$ cat config.mk
export PLATFORM = sky130hd
export DESIGN_NAME = demux4_stream
export DESIGN_NICKNAME = d
export VERILOG_FILES = /design/src/rtl/demux4_stream.sv
export SDC_FILE = /design/constraint.sdc
export NUM_CORES = 1
export LEC_CHECK = 0
export BUFFER_PORTS_ARGS = -buffer_cell sky130_fd_sc_hd__buf_2
export CORE_UTILIZATION = 51
export CTS_BUF_LIST = sky130_fd_sc_hd__clkbuf_4 sky130_fd_sc_hd__clkbuf_8
export DETAILED_ROUTE_END_ITERATION = 8
export PLACE_DENSITY = 0.79
export SLEW_MARGIN = 5
export SYNTH_ARGS = -nofsm -noshare
export SYNTH_HDL_FRONTEND = slang
export SYNTH_SLANG_ARGS = --single-unit
$ cat constraint.sdc
create_clock -name clk -period 3.4 [get_ports clk]
set_input_delay 0 -clock clk [delete_from_list [all_inputs] [get_ports clk]]
set_output_delay 0 -clock clk [all_outputs]
set_load 0.01 [all_outputs]
$ cat src/rtl/demux4_stream.sv
// Registered 1-to-4 stream demultiplexer with static-select or round-robin burst routing.
// Optional DEMUX4_CLEAR_UNSEL_EN: outputs not receiving a beat are registered to 0 each cycle.
module demux4_stream_lane #(
  parameter int DATA_W    = 32,
  parameter bit CLR_UNSEL = 1'b0
) (
  input  logic              clk,
  input  logic              rst,
  input  logic              hit,
  input  logic [DATA_W-1:0] d,
  output logic [DATA_W-1:0] q,
  output logic              vld
);
  always_ff @(posedge clk) begin
    if (rst) begin
      q   <= '0;
      vld <= 1'b0;
    end else begin
      vld <= hit;
      if (hit)            q <= d;
      else if (CLR_UNSEL) q <= '0;
    end
  end
endmodule

module demux4_stream #(
  parameter int DATA_W = 32
) (
  input  logic              clk,
  input  logic              rst,
  input  logic              run,
  input  logic [DATA_W-1:0] in0,
  input  logic              in_valid,
  (* versat_latency = 1 *) output logic [DATA_W-1:0] out0,
  (* versat_latency = 1 *) output logic [DATA_W-1:0] out1,
  (* versat_latency = 1 *) output logic [DATA_W-1:0] out2,
  (* versat_latency = 1 *) output logic [DATA_W-1:0] out3,
  output logic [3:0]        out_valid,
  output logic              done,
  input  logic              mode,
  input  logic [1:0]        sel,
  input  logic [2:0]        num_outs,
  input  logic [15:0]       burst,
  input  logic [15:0]       len
);
`ifdef DEMUX4_CLEAR_UNSEL_EN
  localparam bit CLR_UNSEL = 1'b1;
`else
  localparam bit CLR_UNSEL = 1'b0;
`endif

  typedef enum logic [1:0] {IDLE, ACTIVE, DONE} state_t;

  state_t      state, state_n;
  logic        mode_q;
  logic [1:0]  sel_q, idx, idx_n;
  logic [2:0]  nouts_q;
  logic [15:0] burst_q, len_q, beat_cnt, beat_n, burst_cnt, bcnt_n;

  // Effective config: a run cycle uses the live (sanitised) inputs.
  logic        e_mode;
  logic [1:0]  e_sel, c_idx, route;
  logic [2:0]  e_nouts, nouts_s;
  logic [15:0] e_burst, e_len, burst_s, c_beat, c_bcnt;
  logic        act, accept;
  logic [3:0]  hit;

  always_comb begin
    nouts_s = (num_outs == 3'd0) ? 3'd1 : (num_outs > 3'd4) ? 3'd4 : num_outs;
    burst_s = (burst == 16'd0) ? 16'd1 : burst;
    e_mode  = run ? mode    : mode_q;
    e_sel   = run ? sel     : sel_q;
    e_nouts = run ? nouts_s : nouts_q;
    e_burst = run ? burst_s : burst_q;
    e_len   = run ? len     : len_q;
    c_idx   = run ? 2'd0    : idx;
    c_beat  = run ? 16'd0   : beat_cnt;
    c_bcnt  = run ? 16'd0   : burst_cnt;
    act     = run ? (len != 16'd0) : (state == ACTIVE);
    accept  = act && in_valid;
    route   = e_mode ? c_idx : e_sel;
    for (int k = 0; k < 4; k++) hit[k] = accept && (route == 2'(k));

    state_n = state;
    beat_n  = beat_cnt;
    bcnt_n  = burst_cnt;
    idx_n   = idx;
    if (run) begin
      state_n = (len == 16'd0) ? DONE : ACTIVE;
      beat_n  = '0;
      bcnt_n  = '0;
      idx_n   = '0;
    end
    if (accept) begin
      beat_n  = c_beat + 16'd1;
      state_n = (c_beat == e_len - 16'd1) ? DONE : ACTIVE;
      if (c_bcnt == e_burst - 16'd1) begin
        bcnt_n = '0;
        idx_n  = ({1'b0, c_idx} == e_nouts - 3'd1) ? 2'd0 : c_idx + 2'd1;
      end else begin
        bcnt_n = c_bcnt + 16'd1;
        idx_n  = c_idx;
      end
    end
  end

  always_ff @(posedge clk) begin
    if (rst) begin
      state     <= IDLE;
      beat_cnt  <= '0;
      burst_cnt <= '0;
      idx       <= '0;
      mode_q    <= 1'b0;
      sel_q     <= '0;
      nouts_q   <= 3'd1;
      burst_q   <= 16'd1;
      len_q     <= '0;
    end else begin
      state     <= state_n;
      beat_cnt  <= beat_n;
      burst_cnt <= bcnt_n;
      idx       <= idx_n;
      if (run) begin
        mode_q  <= mode;
        sel_q   <= sel;
        nouts_q <= nouts_s;
        burst_q <= burst_s;
        len_q   <= len;
      end
    end
  end

  assign done = (state == DONE);

  logic [3:0][DATA_W-1:0] q;

  for (genvar k = 0; k < 4; k++) begin : g_lane
    demux4_stream_lane #(.DATA_W(DATA_W), .CLR_UNSEL(CLR_UNSEL)) u_lane (
      .clk (clk),
      .rst (rst),
      .hit (hit[k]),
      .d   (in0),
      .q   (q[k]),
      .vld (out_valid[k])
    );
  end

  assign out0 = q[0];
  assign out1 = q[1];
  assign out2 = q[2];
  assign out3 = q[3];
endmodule

Yosys cells after proc, flatten, opt, wreduce, memory -nomap -nowiden
Index checks and enable logic that the tools add are counted.
{"block": "classes", "n_addsub": 6, "multipliers": 0, "div": 0, "magnitude_cmp": 1, "eq_ne": 8, "n_shift": 0, "muxes": 23, "bitwise": 0, "reduce_logical": 11}
{"op": "16-bit 2-to-1 mux", "n": 8}
{"op": "16-bit by 1-bit adder with 16-bit output, second input constant", "n": 2}
{"op": "16-bit == test", "n": 2}
{"op": "16-bit zero test", "n": 2}
{"op": "16-bit by 1-bit subtractor with 16-bit output, second input constant", "n": 2}
{"op": "2-bit 2-to-1 mux", "n": 10}
{"op": "16-bit nonzero test", "n": 1}
{"op": "3-bit 2-to-1 mux", "n": 3}
{"op": "2-bit == test, second input constant", "n": 3}
{"op": "1-bit logical AND", "n": 5}
{"op": "2-bit by 1-bit == test with 1-bit output, second input constant", "n": 2}
{"op": "2-bit by 3-bit == test with 1-bit output", "n": 1}
{"op": "3-bit greater-than comparator, second input constant", "n": 1}
{"op": "3-bit zero test", "n": 1}
{"op": "3-bit by 1-bit subtractor with 3-bit output, second input constant", "n": 1}
{"op": "2-bit by 1-bit adder with 2-bit output, second input constant", "n": 1}
{"op": "2-bit zero test", "n": 1}
{"op": "1-bit 2-to-1 mux", "n": 2}
{"op": "2-bit nonzero test", "n": 1}
{"block": "totals", "regBits": 206, "latch_bits": 0, "ram_bits": 0, "rom_bits": 0, "input_bits": 74, "output_inout_bits": 133, "wordCells": 66, "memories": 0}

Depth between registers and ports, before layout
Gate-level depths: netlist (run 1).
{"block": "depth", "depth_word": 9, "mapped_depth": 18, "mapped_depth_nobuf": 11}

Hierarchy
A second synthesis (run 1) with hierarchy kept.
{"block": "unflattened", "hier_cells": 1012, "hier_area_um2": 9599.2}
{"mod": "demux4_stream_lane", "n_inst": 4, "cells_per_inst": 106, "area_per_inst_um2": 1202.4, "seq_area_each_um2": 660.6}
{"mod": "demux4_stream", "n_inst": 1, "cells_per_inst": 588, "area_per_inst_um2": 4789.6, "seq_area_each_um2": 1481.4}

Worst setup path after synthesis (run 1)
Ideal clock, no wire load.
{"block": "synth_path", "kind": "input-to-reg", "start": "input run", "end": "register idx[0]", "setup_time_ns": 0.123, "arrival_ns": 3.674, "t_required_ns": 3.277, "path_slack_ns": -0.397, "cell_stages": 15, "n_path_buf": 7, "path_cell_list": "buf_6 -> buf_6 -> buf_2 -> buf_2 -> clkbuf_1 -> buf_2 -> clkbuf_1 -> mux2i_1 -> ha_1 -> o221ai_1 -> nor4bb_1 -> or4b_1 -> or3_1 -> nor4_1 -> mux2_1"}
{"block": "synth_between", "elab_chain_len": 6, "word_cells_on_any_way": 14, "cone_classes": "3 x add/sub; 2 x eq/ne; 8 x mux; 1 x reduce/logical"}
{"item": "from (decl)", "line": "31", "source": "input logic run,"}
{"item": "branches (longest 5 deep; another with 16-bit by 1-bit subtractor with 16-bit output)"}
{"item": "2-bit 2-to-1 mux (*)", "line": "94", "source": "if (accept) begin"}
{"item": "to (signal assigned)", "line": "122", "source": "idx <= idx_n;"}
{"item": "to (decl)", "line": "56", "source": "logic [1:0] sel_q, idx, idx_n;"}
Mark *: on every way between the ends.
A chain may end at the register's enable or synchronous reset.

Final worst setup path (run 1)
{"block": "layout_path", "start": "input burst[14]", "end": "register idx[0]"}
{"block": "layout_between", "elab_chain_len": 7}
{"item": "from (decl)", "line": "43", "source": "input logic [15:0] burst,"}
{"item": "16-bit zero test", "line": "70", "source": "burst_s = (burst == 16'd0) ? 16'd1 : burst;"}
{"item": "16-bit 2-to-1 mux (*)", "line": "70"}
{"item": "16-bit 2-to-1 mux (*)"}
{"item": "16-bit by 1-bit subtractor with 16-bit output (*)", "line": "97", "source": "if (c_bcnt == e_burst - 16'd1) begin"}
{"item": "16-bit == test (*)", "line": "97"}
{"item": "2-bit 2-to-1 mux (*)", "line": "97"}
{"item": "2-bit 2-to-1 mux (*)", "line": "94"}
Mark *: on every way between the ends. The rest lies on a longest branch, timed or not.

==> run summary, run 1 <==
Status: finished, violations left
Failing checks: DRC
Number of global-route vias before repair: 8816
Worst R2R Start: burst_q[0]$_SDFF_PP1_
Tightest Pin Transition: 0.8947 ns
Slew HR: 39.80%
Met1 usage: 32.46%
First-pass GRT wire length: 43260 um
Die area: 19130 um^2
Total grt overflow: 0
Placed cells: 1457
Die width: 138.3 um
Number of synthesized flops with an enable pin: 0
Num CTS Buffers: 36
RSZ-0062 raised after global routing: false
Setup Buffers After CTS: 0
CP Capture Type: flop
CTS tree: yes
Post-Syn Area: 9474 um^2
Residual DRC: 16
Clock Latency Late Sink: 0.51 ns
Grt met2 use: 47.72%
Post-placement cell area: 10650 um^2
HP Class: primary input to flop
Sequential fraction of the synthesis area: 43.53%
Leading area contributor after synthesis: dfxtp_1
Post-synth top area share: 43.53%
Avg Inst Size Synth: 8.830 um^2
# port buffers: 206
Hold_ws: 0.06578 ns
CP Launch Type: primary input
Net Count, Synth: 1152
Fin nets: 1418
Core area: 18090 um^2
M3 GR Usage: 7.309%
Cells after synthesis: 1073
Pwr Density: 458.2 nW/um^2
Max rail drop VDD: 0.3906 mV
CP Data Arrival Time: 3.70 ns
Sink Count: 206
DR WL/cell: 16.80 um
Final Hold Fails: 0
Die Y: 138.3 um
Clock H-tree levels: 2
Synth-to-Final Area Change: 28.06%
# setup viols final: 0
DP HPWL: 17150 um
Ant diodes: 0
Static Leak: 0.005082 uW
DRT iter0 DRCs: 483
FP Rows: 49
Worst Path Class, Setup: primary input to flop
Via count: 8866
Most Crowded Layer GR: met2
Worst path required time: 3.79 ns
Top post-synthesis cells by area: dfxtp_1 44%, mux2i_1 14%, nor2_1 6.6%
Fin crit share: 97.45%
Layout cells sized above 1: 22.43%
Pins over their slew limit: 0
Vias per cell: 5.566
Design Power: 5559 uW
I/O Pins: 207
Post-layout minimum cycle time: 3.313 ns
Fill cells: 1386
Reg clk slew, reported paths: 0.06 ns
Hold Path Depth: 5
Unique masters post-synth: 68
Clock Path Buffers: 3
Drt first pass iters: 7
Initial core utilization: 52.38%
Worst-case clock skew: 0.02344 ns
Max_cap viols: 0
Worst r2r dst: idx[0]$_SDFF_PP0_
Initial antenna violation count: 0
Setup tns final: 0 ns
Hold Crit Start: num_outs[0]
FF+latch count, synth: 206
GRT Total Usage: 27.57%
Cell area after layout: 12130 um^2
Yosys warns: 0
Crit path max fanout: 3
R2R depth: 9
Hold EP: nouts_q[0]$_SDFF_PP1_
Async SR Flop Fraction: 0%
RePlAce Congestion: 0.9189
Most frequently used flop master after synthesis: dfxtp_1
Achievable Freq: 301.8 MHz
Largest net degree at the start of global routing: 80
Antenna Nets Post-Route: 0
Routed WL: 26770 um
R2r setup slk: 0.27 ns
Clock Tree Root: clkbuf_8
Fin cells: 1593
==> stage by stage <==
stage / worst slack [ns] / util, %
floorplan: 0.02048 / -
global placement: 0.1347 / 58.91
detailed placement: 0.1195 / 58.91
CTS: 0.09086 / 67.05
global route: 0.003343 / 67.08
finish: 0.08673 / 67.08
==> sequential cells by signal, indices dropped and copies added (netlist names) <==
signal,cells
burst_q,16
g_lane.u_lane.vld,4
len_q,16
idx,2
sel_q,2
beat_cnt,16
g_lane.u_lane.q,128
state,2
nouts_q,3
mode_q,1
burst_cnt,16
==> kinds of logic after synthesis <==
group           Yosys count  synth area share, %
simple gates            440                21.88
flops                   206                43.53
compound gates          143                9.720
mux                     134                14.24
buf+inv                  77                3.685
xor+xnor                 68                6.286
fa+ha+maj                 5               0.6603
==> worst max-delay path, cell delays in order <==
cell	delay (ns)
dlygate4sd3_1	0.53
buf_2	0.14
or4_1	0.52
nor4_1	0.23
a21oi_1	0.15
ha_2	0.36
nor2_1	0.04
a2111oi_0	0.30
or4b_1	0.50
or3_1	0.39
nor4_2	0.20
mux2_1	0.34
==> worst max path at each step <==
| stage | from | end | slack, ns | depth (start not counted) |
|---|---|---|---|---|
| 2_1_floorplan | run | idx[0]$_SDFF_PP0_ | 0.02 | 15 |
| 6_report | burst[14] | idx[0]$_SDFF_PP0_ | 0.09 | 12 |
| 3_3_place_gp | burst[13] | idx[0]$_SDFF_PP0_ | 0.13 | 11 |
| 5_1_grt | burst[13] | burst_cnt[6]$_SDFF_PP0_ | 0.003 | 13 |
| 4_1_cts | burst[13] | idx[0]$_SDFF_PP0_ | 0.09 | 12 |
| 3_5_place_dp | burst[14] | idx[0]$_SDFF_PP0_ | 0.12 | 11 |
==> layout by cell type, fill, tap and decap left out, types with 10 or more instances in the layout <==
cell type / synthesis / routed
xnor2_1: 38 / 38
clkbuf_4: 0 / 11
dfxtp_1: 206 / 206
buf_2: 21 / 204
nor3_1: 39 / 39
clkbuf_8: 0 / 45
dlygate4sd3_1: 0 / 73
xor2_1: 30 / 30
and3_1: 10 / 10
buf_4: 5 / 18
nand3_1: 12 / 12
a21oi_1: 56 / 56
nor4_1: 17 / 16
mux2i_1: 128 / 128
o21ai_0: 18 / 18
nor3b_1: 13 / 13
nor2_1: 167 / 165
nand4_1: 10 / 10
nand2_1: 120 / 120
nor2b_1: 11 / 10
==> Yosys cell counts, types with 3 or more instances <==
master,instances
nor4_1,17
xor2_1,30
o31ai_1,4
o21ai_0,18
xnor2_1,38
buf_4,5
nand4_1,10
a211oi_1,5
a21oi_1,56
a21boi_0,6
nor3b_1,13
a22oi_1,4
or3b_1,4
o21bai_1,3
and3_1,10
dfxtp_1,206
ha_1,5
nand3_1,12
and2_1,5
mux2_2,5
nand2b_1,8
nor3_1,39
o211ai_1,6
a31oi_1,4
clkbuf_1,41
nand2_1,120
o31a_1,4
inv_1,8
nor2b_1,11
o22ai_1,4
o21a_1,3
mux2i_1,128
nor2_1,167
nor4bb_1,3
buf_2,21
a21o_1,3
or3_1,6
==> layer usage <==
metal,wire length [um],vias up
met2,12850,355
li1,-,4251
met4,840,0
met3,2235,71
met1,10840,4189
met5,0,-
==> cell type report <==
cell class              count  area [um^2]  share of cell area [%]
clock inverters             7        40.04                  0.3300
repair buffers            297         1918                   15.81
inverters                   8        30.03                  0.2475
well taps                 229        286.5                   2.362
clock buffers              56        701.9                   5.785
multi-input cells         790         5032                   41.48
flip-flops and latches    206         4124                   33.99
==> power by group <==
part	leakage, uW	internal, uW	total (uW)	switching [uW]
clock	0.000394	1310	2320	1000
sequential	0.00167	2490	2540	52.1
combinational	0.00301	309	702	393
total	0.00508	4110	5560	1450
==> timing repair <==
action,CTS,global route
hold buffers,73,0
hold endpoints to repair,179,0
gates resized for setup,0,1
endpoints found under the setup margin,0,1
Power figures use the tool's default switching activity.
==> run 2: changes to the inputs <==
CORE_MARGIN = 2   (was unset)
CORE_UTILIZATION = 45   (was 51)
PLACE_DENSITY = 0.71   (was 0.79)
==> run 2 against run 1 <==
  * The run now ends clean
  * Critical path depth is the same
  * First-iteration DRC count shrank 9.5%
  * Design area grew 2.4%
  * Sequential power is essentially flat
  * Combinational power is essentially flat
  * Sequential share of layout area shrank 0.81 points
  * Worst hold slack gained 0.010 ns
==> run summary, run 2 (synthesis results as in run 1) <==
RSZ-0062 raised after global routing: false
Footprint of the multi-input gates: 5046 um^2 (+0.27%)
Hold_ws: 0.07620 ns (+0.01042 ns)
Initial antenna violation count: 1 (+1)
Logic pwr share: 12.3% (-0.3 points)
Layout cells sized above 1: 23.07% (+0.63 points)
Worst r2r dst: idx[0]$_SDFF_PP0_
Worst-case clock skew: 0.008204 ns (-0.01524 ns)
Worst Path Class, Setup: primary input to flop
Setup slack at placement: 0.07698 ns (-0.04252 ns)
Fill cells: 1792 (+29%)
Num CTS Buffers: 38 (+5.6%)
M3 GR Usage: 7.309% (about the same)
Routed WL: 26430 um (-1.3%)
Met1 usage: 29.50% (-3.0 points)
Grt met2 use: 38.43% (-9.3 points)
Number of global-route vias before repair: 8557 (-2.9%)
Clock H-tree levels: 2 (unchanged)
Pins over their slew limit: 0 (unchanged)
Achievable Freq: 308.3 MHz (+2.2%)
DR WL/cell: 15.93 um (-5.2%)
GRT Total Usage: 23.45% (-4.1 points)
Fin crit share: 95.39% (-2.1 points)
Switching Share: 25.84% (-0.20 points)
Slew HR: 37.25% (-2.6 points)
Setup Buffers After CTS: 0 (unchanged)
Via count: 8717 (-1.7%)
Fin nets: 1434 (+1.1%)
Largest Register: g_lane.u_lane.q
R2R depth: 10 (+1)
Clock Tree Root: clkbuf_8
Antenna Nets Post-Route: 0 (unchanged)
# port buffers: 206 (unchanged)
Commonest non-fill, non-tap cell in the layout: dfxtp_1
Crit path max fanout: 3 (unchanged)
I/O Pins: 207 (unchanged)
CP Launch Type: primary input
Static Leak: 0.005206 uW (+2.5%)
CTS tree: yes
Die area: 22230 um^2 (+16%)
Max rail drop VDD: 0.3027 mV (-22%)
RePlAce Congestion: 0.8891 (-3.2%)
Storage cell area: 4124 um^2 (unchanged)
Commonest cells after routing, fill and taps aside: 206 x dfxtp_1, 204 x buf_2, 165 x nor2_1
Clock power frac: 43.5% (+1.8 points)
Util after Layout: 59.69% (-7.4 points)
Residual DRC: 0 (-16)
CP Data Arrival Time: 3.65 ns (-0.05 ns)
Largest net degree at the start of global routing: 69 (-14%)
Vias per cell: 5.254 (-5.6%)
Status: completed
Worst path required time: 3.81 ns (+0.02 ns)
R2r setup slk: 0.34 ns (+0.07 ns)
Tightest Pin Transition: 0.9326 ns (+0.03792 ns)
Die width: 149.1 um (+7.8%)
Max FFs per register: 128 (unchanged)
Synth-to-Final Area Change: 31.19%
# setup viols final: 0 (unchanged)
CP Capture Type: flop
Setup crit start: burst[13]
Setup tns final: 0 ns (unchanged)
Worst R2R Start: burst_q[0]$_SDFF_PP1_
Most Crowded Layer GR: met2
Design Power: 5743 uW (+3.3%)
Internal power: 4259 uW (+3.6%)
Post-layout minimum cycle time: 3.243 ns (-0.07006 ns)
FP Rows: 53 (+8.2%)
Die Y: 149.1 um (+7.8%)
Final Hold Fails: 0 (unchanged)
Core area: 20820 um^2 (+15%)
Clock Latency Late Sink: 0.52 ns (about the same)
DRT iter0 DRCs: 437 (-9.5%)
Clock Path Buffers: 3 (unchanged)
First-pass GRT wire length: 42580 um (-1.6%)
PnR worst setup slack: 0.1568 ns (+0.07006 ns)
Initial core utilization: 45.50% (-6.9 points)
Setup crit end: idx[0]$_SDFF_PP0_
Drt first pass iters: 4 (-3)
HP Class: primary input to flop
Flop pwr share: 44.2% (-1.5 points)
DP HPWL: 17620 um (+2.8%)
NetSw: 1484 uW (+2.5%)
Reg clk slew, reported paths: 0.06 ns (about the same)
Sink Count: 206 (unchanged)
Pwr Density: 462.0 nW/um^2 (+0.84%)
Max_cap viols: 0 (unchanged)
Total grt overflow: 0 (unchanged)
==> run 2: cell count changes in the layout (fill, tap and decap cells not counted), moves of 2 or more <==
cell / previous run / this run
buf_12: 1 / 3
buf_4: 18 / 22
clkbuf_8: 45 / 47
dlygate4sd3_1: 73 / 81
inv_6: 0 / 2
nor4_1: 16 / 14
nor4_2: 2 / 4
==> run 2: worst max-delay path, stage by stage <==
cell	delay [ns]
dlygate4sd3_1	0.53
buf_2	0.12
or4_1	0.58
nor4_2	0.19
a21oi_1	0.13
ha_2	0.35
nor2_1	0.04
a2111oi_1	0.32
or4b_1	0.49
or3_1	0.38
nor4_2	0.17
mux2_1	0.34
==> run 2: worst min path at each step <==
| stage | endpoint | slack, ns | cells after the start | start |
|---|---|---|---|---|
| 3_5_place_dp | sel_q[1]$_SDFF_PP0_ | 0.27 | 3 | sel[1] |
| 4_1_cts | burst_q[0]$_SDFF_PP1_ | 0.04 | 5 | burst[0] |
| 6_report | nouts_q[0]$_SDFF_PP1_ | 0.08 | 5 | num_outs[0] |
| 3_3_place_gp | sel_q[1]$_SDFF_PP0_ | 0.26 | 3 | sel[1] |
| 5_1_grt | burst_q[0]$_SDFF_PP1_ | 0.09 | 5 | burst[0] |
| 2_1_floorplan | g_lane[3].u_lane.q[0]$_SDFFE_PP0P_ | 0.14 | 2 | in0[0] |
==> run 2: metrics by stage <==
stage | instances | area, um^2
2_1_floorplan | 1073 | 9487
3_3_place_gp | 1509 | 10780
3_5_place_dp | 1509 | 10780
4_1_cts | 1658 | 12410
5_1_grt | 1659 | 12430
6_report | 1659 | 12430
==> run 2: power by group through the flow <==
stage | logic (uW) | registers, uW | clock network (uW)
2_1_floorplan | 390 | 2600 | 0
3_3_place_gp | 620 | 2590 | 0
3_5_place_dp | 629 | 2590 | 0
4_1_cts | 699 | 2540 | 2560
5_1_grt | 770 | 2550 | 2670
6_report | 705 | 2540 | 2500
==> run 2: routing by layer <==
layer  wire [um]  vias up
met3        2073       47
met1       11440     4101
met5           0        -
li1            -     4288
met4         602        0
met2       12320      281
==> run 2: layout make-up <==
cell class                      instances  area share [%]
Clock inverter                         10          0.6845
Sequential cell                       206           33.18
Tap cell                              275           2.768
Clock buffer                           58           5.869
Inverter                                8          0.2416
Multi-Input combinational cell        790           40.60
Antenna cell                            1         0.02013
Timing Repair Buffer                  311           16.64
==> run 2: timing repair <==
action,4_1_cts,5_1_grt
gates resized for setup,0,4
endpoints found under the setup margin,0,18
endpoints found under the hold margin,172,0
hold buffers,81,0
